--- src/rtl/contador_puntaje.sv ---
// Score counter for the game: divided score clock, per-tick and per-event scoring with
// saturation, and a high-score register evaluated once on entry to the end-of-game state.
module contador_puntaje #(
    parameter int unsigned DIV         = 25_000_000,
    parameter int unsigned PTS_ACIERTO = 10,
    parameter int unsigned PTS_FALLA   = 5
) (
    input  logic       clk,
    input  logic       rst,
    input  logic [2:0] presente,
    input  logic       acierto,
    input  logic       falla,
    output logic [8:0] puntos,
    output logic [8:0] record,
    output logic       clk_puntaje,
    output logic       nuevo_record
);

    localparam int unsigned CntW = (DIV > 1) ? $clog2(DIV) : 1;
    localparam logic [CntW-1:0] CntMax = CntW'(DIV - 1);

    typedef enum logic [1:0] {StIdle, StRun, StHold, StDone} state_e;

    state_e            state_q, state_d;
    logic [CntW-1:0]   cnt_q, cnt_d;
    logic              clk_p_q, clk_p_d;
    logic [8:0]        puntos_q, puntos_d;
    logic [8:0]        record_q, record_d;
    logic              nuevo_q, nuevo_d;
    logic              was_done_q;
    logic              wrap;
    logic              tick;
    logic signed [11:0] suma;

    always_comb begin
        state_d = StHold;
        case (presente)
            3'd0:    state_d = StIdle;
            3'd1:    state_d = StRun;
            3'd2:    state_d = StHold;
            3'd3:    state_d = StDone;
            default: state_d = StHold;
        endcase
    end

    always_comb begin
        cnt_d    = cnt_q;
        clk_p_d  = clk_p_q;
        puntos_d = puntos_q;
        record_d = record_q;
        nuevo_d  = 1'b0;

        wrap = (cnt_q == CntMax);
        tick = (state_q == StRun) && wrap && !clk_p_q;

        // Wide signed sum so a miss below zero or a hit above 511 can be clamped.
        suma = 12'(puntos_q) + 12'(tick)
             + (acierto ? 12'(PTS_ACIERTO) : 12'd0)
             - (falla   ? 12'(PTS_FALLA)   : 12'd0);

        case (state_q)
            StIdle: begin
                cnt_d    = '0;
                clk_p_d  = 1'b0;
                puntos_d = '0;
            end
            StRun: begin
                cnt_d   = wrap ? '0 : cnt_q + CntW'(1);
                clk_p_d = clk_p_q ^ wrap;
                if (suma < 0) begin
                    puntos_d = '0;
                end else if (suma > 12'sd511) begin
                    puntos_d = 9'd511;
                end else begin
                    puntos_d = suma[8:0];
                end
            end
            default: ;
        endcase

        // Only the first cycle spent in DONE may update the high score.
        if (state_q == StDone && !was_done_q && puntos_q > record_q) begin
            record_d = puntos_q;
            nuevo_d  = 1'b1;
        end
    end

    always_ff @(posedge clk or posedge rst) begin
        if (rst) begin
            state_q    <= StIdle;
            cnt_q      <= '0;
            clk_p_q    <= 1'b0;
            puntos_q   <= '0;
            record_q   <= '0;
            nuevo_q    <= 1'b0;
            was_done_q <= 1'b0;
        end else begin
            state_q    <= state_d;
            cnt_q      <= cnt_d;
            clk_p_q    <= clk_p_d;
            puntos_q   <= puntos_d;
            record_q   <= record_d;
            nuevo_q    <= nuevo_d;
            was_done_q <= (state_q == StDone);
        end
    end

    assign puntos       = puntos_q;
    assign record       = record_q;
    assign clk_puntaje  = clk_p_q;
    assign nuevo_record = nuevo_q;

endmodule
--- config.mk ---
export PLATFORM = sky130hd
export DESIGN_NAME = contador_puntaje
export DESIGN_NICKNAME = d
export VERILOG_FILES = /design/src/rtl/contador_puntaje.sv
export SDC_FILE = /design/constraint.sdc
export NUM_CORES = 1
export LEC_CHECK = 0
export ABC_AREA = 1
export CAP_MARGIN = 20
export CORE_MARGIN = 2
export CORE_UTILIZATION = 64
export DETAILED_ROUTE_END_ITERATION = 12
export PLACE_DENSITY = 0.94
export SLEW_MARGIN = 20
export SYNTH_ARGS = -nofsm -noshare
export SYNTH_HDL_FRONTEND = slang
export SYNTH_SLANG_ARGS = --single-unit
--- constraint.sdc ---
create_clock -name clk -period 6.87 [get_ports clk]
set_input_delay 1.7175 -clock clk [delete_from_list [all_inputs] [get_ports clk]]
set_output_delay 1.7175 -clock clk [all_outputs]
set_load 0.02 [all_outputs]
### Word level (Yosys, flattened, before mapping)

Cells that the tools add are included.

* bitwise gates (word level): 1
* reduce and logical (&&, ||, !) cells: 9
* muxes and demuxes: 10
* magnitude comparators: 3
* add/subtract/negate cells: 4
* eq/ne operators: 5

Operators with widths (count)
* $pmux W25 S2: 1
* $add A25 B1 Y25 const B: 1
* $eq A25 B25 Y1 const B: 1
* $mux W25: 1
* $mux W9: 2
* $pmux W9 S2: 1
* $gt A12 B10 Y1 const B: 1
* $lt A12 B1 Y1 const B: 1
* $sub A11 B3 Y12: 1
* $add A10 B4 Y11: 1
* $add A9 B1 Y10: 1
* $gt A9 B9 Y1: 1
* $pmux W2 S3: 1
* $logic_and A1 B1 Y1: 4
* $mux W4: 1
* $eq A3 B1 Y1 const B: 1
* $eq A3 B2 Y1 const B: 1
* $logic_not A3 Y1: 1
* $mux W3: 1
* $eq A2 B1 Y1 const B: 1
* $eq A2 B2 Y1 const B: 1
* $logic_not A1 Y1: 2
* $logic_not A2 Y1: 1
* $pmux W1 S2: 1
* other kinds (3): 3

* bits of input ports: 7
* logic and storage cells: 39
* register bits after elaboration: 48
* output and inout port bits: 20

### Longest topological paths before layout

* depth in word-level cells: 10
* gate-level depth with buffers: 20
* depth with buffers taken out: 20

### Worst setup path after synthesis

Ideal clock, no wire load.

* kind: in2reg
* from: in falla
* to: reg puntos_q[8] (netlist: puntos[8])
* buffers on the path: 0
* library setup time: 118 ps
* cell stages on the path: 15
* setup slack: 3494 ps
* data arrival time: 3258 ps
* data required time: 6752 ps
* path through: ha_1 inv_1 ha_1 inv_1 fa_1 inv_1 nand3_1 nand3_1 nand2_1 nand2_1 nand2_1 nand2_1 nand3_1 nand2_1 nand2_1

* longest elaborated chain between the ends: 6
* elaborated cells between the ends (all ways): 7
* those cells by class: 1 x add/sub; 2 x order compare; 4 x mux

RTL lines
* from (decl): line 12 `input logic falla,`
* $mux W3 *: line 59 `- (falla ? 12'(PTS_FALLA) : 12'd0);`
* $sub A11 B3 Y12 *: line 59
* $gt A12 B10 Y1: line 72 `end else if (suma > 12'sd511) begin`
* $mux W9: line 72
* $mux W9 *: line 70 `if (suma < 0) begin`
* $pmux W9 S2 *: line 61 `case (state_q)`
* to (signal assigned): line 101 `puntos_q <= puntos_d;`
* to (decl): line 27 `logic [8:0] puntos_q, puntos_d;`

Mark *: on every way between the ends. The rest lies on a longest branch, timed or not.
A chain may end at the register's enable or synchronous reset.

### Final worst setup path

* from: reg state_q[1]
* to: reg puntos_q[5] (netlist: puntos[5])

* longest elaborated chain between the ends: 10
* elaborated cells between the ends (all ways): 13
* those cells by class: 3 x add/sub; 2 x order compare; 1 x eq/ne; 3 x mux; 4 x reduce/logical

RTL lines
* from (decl): line 24 `state_e state_q, state_d;`
* from (signal assigned): line 90 `state_q <= StIdle;`
* from (signal assigned): line 98 `state_q <= state_d;`
* $eq A2 B1 Y1: line 54, 61
* $logic_and A1 B1 Y1 (2 in series): line 54 `tick = (state_q == StRun) && wrap && !clk_p_q;`
* $add A9 B1 Y10: line 57 `suma = 12'(puntos_q) + 12'(tick)`
* $add A10 B4 Y11: line 58 `+ (acierto ? 12'(PTS_ACIERTO) : 12'd0)`
* $sub A11 B3 Y12: line 59
* $gt A12 B10 Y1: line 72
* $mux W9: line 72
* $mux W9: line 70
* $pmux W9 S2: line 61

Parallel ways exist; a longest one is shown, timed or not.

==> qor.csv <==
metric,value,unit
Synth top area share,33.0,%
"Gates resized, CTS repair",0,
max-slew violations,0,
RSZ-0062 raised after global routing,no,
pre-CTS WS,2.88,ns
Iteration-0 DRC Markers,338,
die width,79.4,µm
routed vias/inst,5.84,
# diodes,0,
Peak VDD IR,0.509,mV
TritonCTS clock tree,done,
Placer Congestion,0.955,
final setup violation count,0,
syn nets,555,
Port Buffer Count,26,
CP max-delay cell,dfrtp_1,
worst path bufs/invs,5,
busiest grt layer,met2,
Starting Density,66.1,%
clk slew on worst S/H paths,0.08,ns
CTS sink cnt,48,
Non-Filler Instances,617,
crit path kind,register to register,
cell area power density,392,nW/µm²
Max Cap Viol,0,
minimum clock period,3.69,ns
Placed Cells,612,
hold buffer count at cts,0,
leakage dissipation,1.99,nW
CTS HTree Levels,2,
Post-Syn Area,3640,µm²
CP Capture Type,register,
"area leader, netlist",dfrtp_1,
setup slack after layout,3.18,ns
CORE AREA,5510,µm²
Worst slew margin,45.4,%
Hold Crit Class,register to register,
layout net count,580,
Tot Pwr,1.57,mW
Post-CTS Setup Bufs,0,
syn avg cell area,6.97,µm²
Peak Freq,271,MHz
I/O pins,27,
vias in the first global route,3254,
met2 global-route usage,47.5,%
Required @ worst endpoint,7.05,ns
TNS Setup,0,ns
Worst Path Max Fanout,20,
post-synthesis to final-layout area growth,10.1,%
pin count of the biggest net entering global routing,49,
period utilisation layout,53.8,%
status,"complete, no violations",
HPWL Detailed,6680,µm
total gr overflow,0,
Wirelength per Cell,14.2,µm
drt first pass iters,5,
Post-synth EDFFs,0,
Setup crit start kind,register,
Slew @ Worst Pin,0.818,ns
data arrival time of the worst path,3.88,ns
most frequent cells in the layout,"161 x nand2_1, 72 x inv_1, 55 x nand3_1",
"most common cell after layout, fill and taps aside",nand2_1,
CTS Buffer Depth,2,
ys async rst share,100,%
"Seq/Total Area, Yosys",33.0,%
initial antenna violation count,0,
final WL,8740,µm
first-pass GRT wire length,14800,µm
Yosys reg bits,48,
total global-route track usage,29.6,%
"most used cell, CP",inv_1,
row cnt,27,
post-route ant nets,0,
via count,3602,
Fin. Hold Viols,0,
critical path's largest stage delay,0.62,ns
Cell variety after synth,39,
ys flop type,dfrtp_1,
root buffer cell,clkbuf_8,
Setup Skew,0.0118,ns
Inserted Clock Buffers,5,
Die Area,6310,µm²
CP cell instances,"inv_1, nand2_2, nor2_1, nand4_1, ha_1, inv_1, ha_1, inv_1, fa_1, inv_1, nand3_1, nand3_1, nand2_1, clkinv_2, nand3_1, nand2_1, nand2_1",
Post-Syn Instances,522,
Die H,79.4,µm
met3 usage,4.07,%
most area-consuming cells after synthesis,"dfrtp_1 33%, nand2_1 17%, ha_1 8.6%",
M1 GR Usage,42.4,%
Ys Warns,0,
clk_lat worst skew,0.30,ns
Top delay family on crit path,simple AND/OR/NAND/NOR gates,
DRC viols,0,
layout cell share with drive strength beyond 1,8.26,%
layout make-up:
type                            instances  area, µm²
Tap cell                               72       90.1
Fill cell                             431       1500
Timing Repair Buffer                   26        260
Inverter                               83        314
Clock buffer                            5       68.8
Multi-Input combinational cell        383       2070
Sequential cell                        48       1200
sequential cells by signal, indices dropped and copies added (netlist names):
signal / count
clk_puntaje: 1
cnt_q: 25
was_done_q: 1
record: 9
state_q: 2
puntos: 9
nuevo_record: 1
logic make-up after synthesis:
kind of cell               synth area share, %
adders and majority gates                 9.14
AOI/OAI and AO/OA                         6.94
xor gates and xnor gates                  1.20
buffers and inverters                     10.1
and+or+nand+nor                           39.6
DFF                                       33.0
power breakdown:
part | switching, mW | leakage [nW] | internal [mW]
combinational | 0.640 | 1.30 | 0.376
sequential | 0.0729 | 0.656 | 0.331
clock | 0.0857 | 0.0359 | 0.0658
stage by stage:
stage / hold slack, ns / area, µm² / util [%]
after floorplan: 0.472 / 3640 / -
after global placement: 0.480 / 3940 / 71.5
after detailed placement: 0.484 / 3940 / 71.5
after CTS: 0.503 / 4010 / 72.7
after global routing: 0.529 / 4010 / 72.8
final: 0.499 / 4010 / 72.8
tightest hold or removal path, stage by stage, from the launching register on:
cell and delay, ns:
dfrtp_1 0.37, nand2_1 0.06, nand2_1 0.05
Yosys cell counts (2+ instances only):
library cell / number
nand2_1: 161
inv_1: 73
nand3_1: 55
dfrtp_1: 48
nor2_1: 38
ha_1: 25
nand4_1: 21
o21ai_0: 15
o21ai_1: 14
inv_2: 8
nand2_2: 8
a21oi_1: 5
nor3_2: 5
buf_4: 4
nand3b_1: 4
nor2_2: 4
nand3_2: 3
xnor2_1: 3
a21o_1: 2
clkbuf_1: 2
nand2_4: 2
nor3_4: 2
nor4_1: 2
or2_2: 2
xor2_1: 2
layer usage:
metal | routed length [µm] | vias to the layer above
met5 | 0 | -
met4 | 102 | 0
met3 | 630 | 11
met2 | 4070 | 171
met1 | 3940 | 1696
li1 | - | 1724
worst paths after layout:
path / slack, ns / start / depth (start not counted) / to
max reg2reg: 3.18 / state_q[1] / 17 / puntos[5]
min: 0.50 / record[3] / 2 / record[3]
max: 3.18 / state_q[1] / 17 / puntos[5]
min reg2reg: 0.50 / record[3] / 2 / record[3]
min in group asynchronous: 1.87 / rst / 2 / record[6]
max in group asynchronous: 4.51 / rst / 2 / cnt_q[6]
Note: power is estimated with default switching activity, not from simulation.
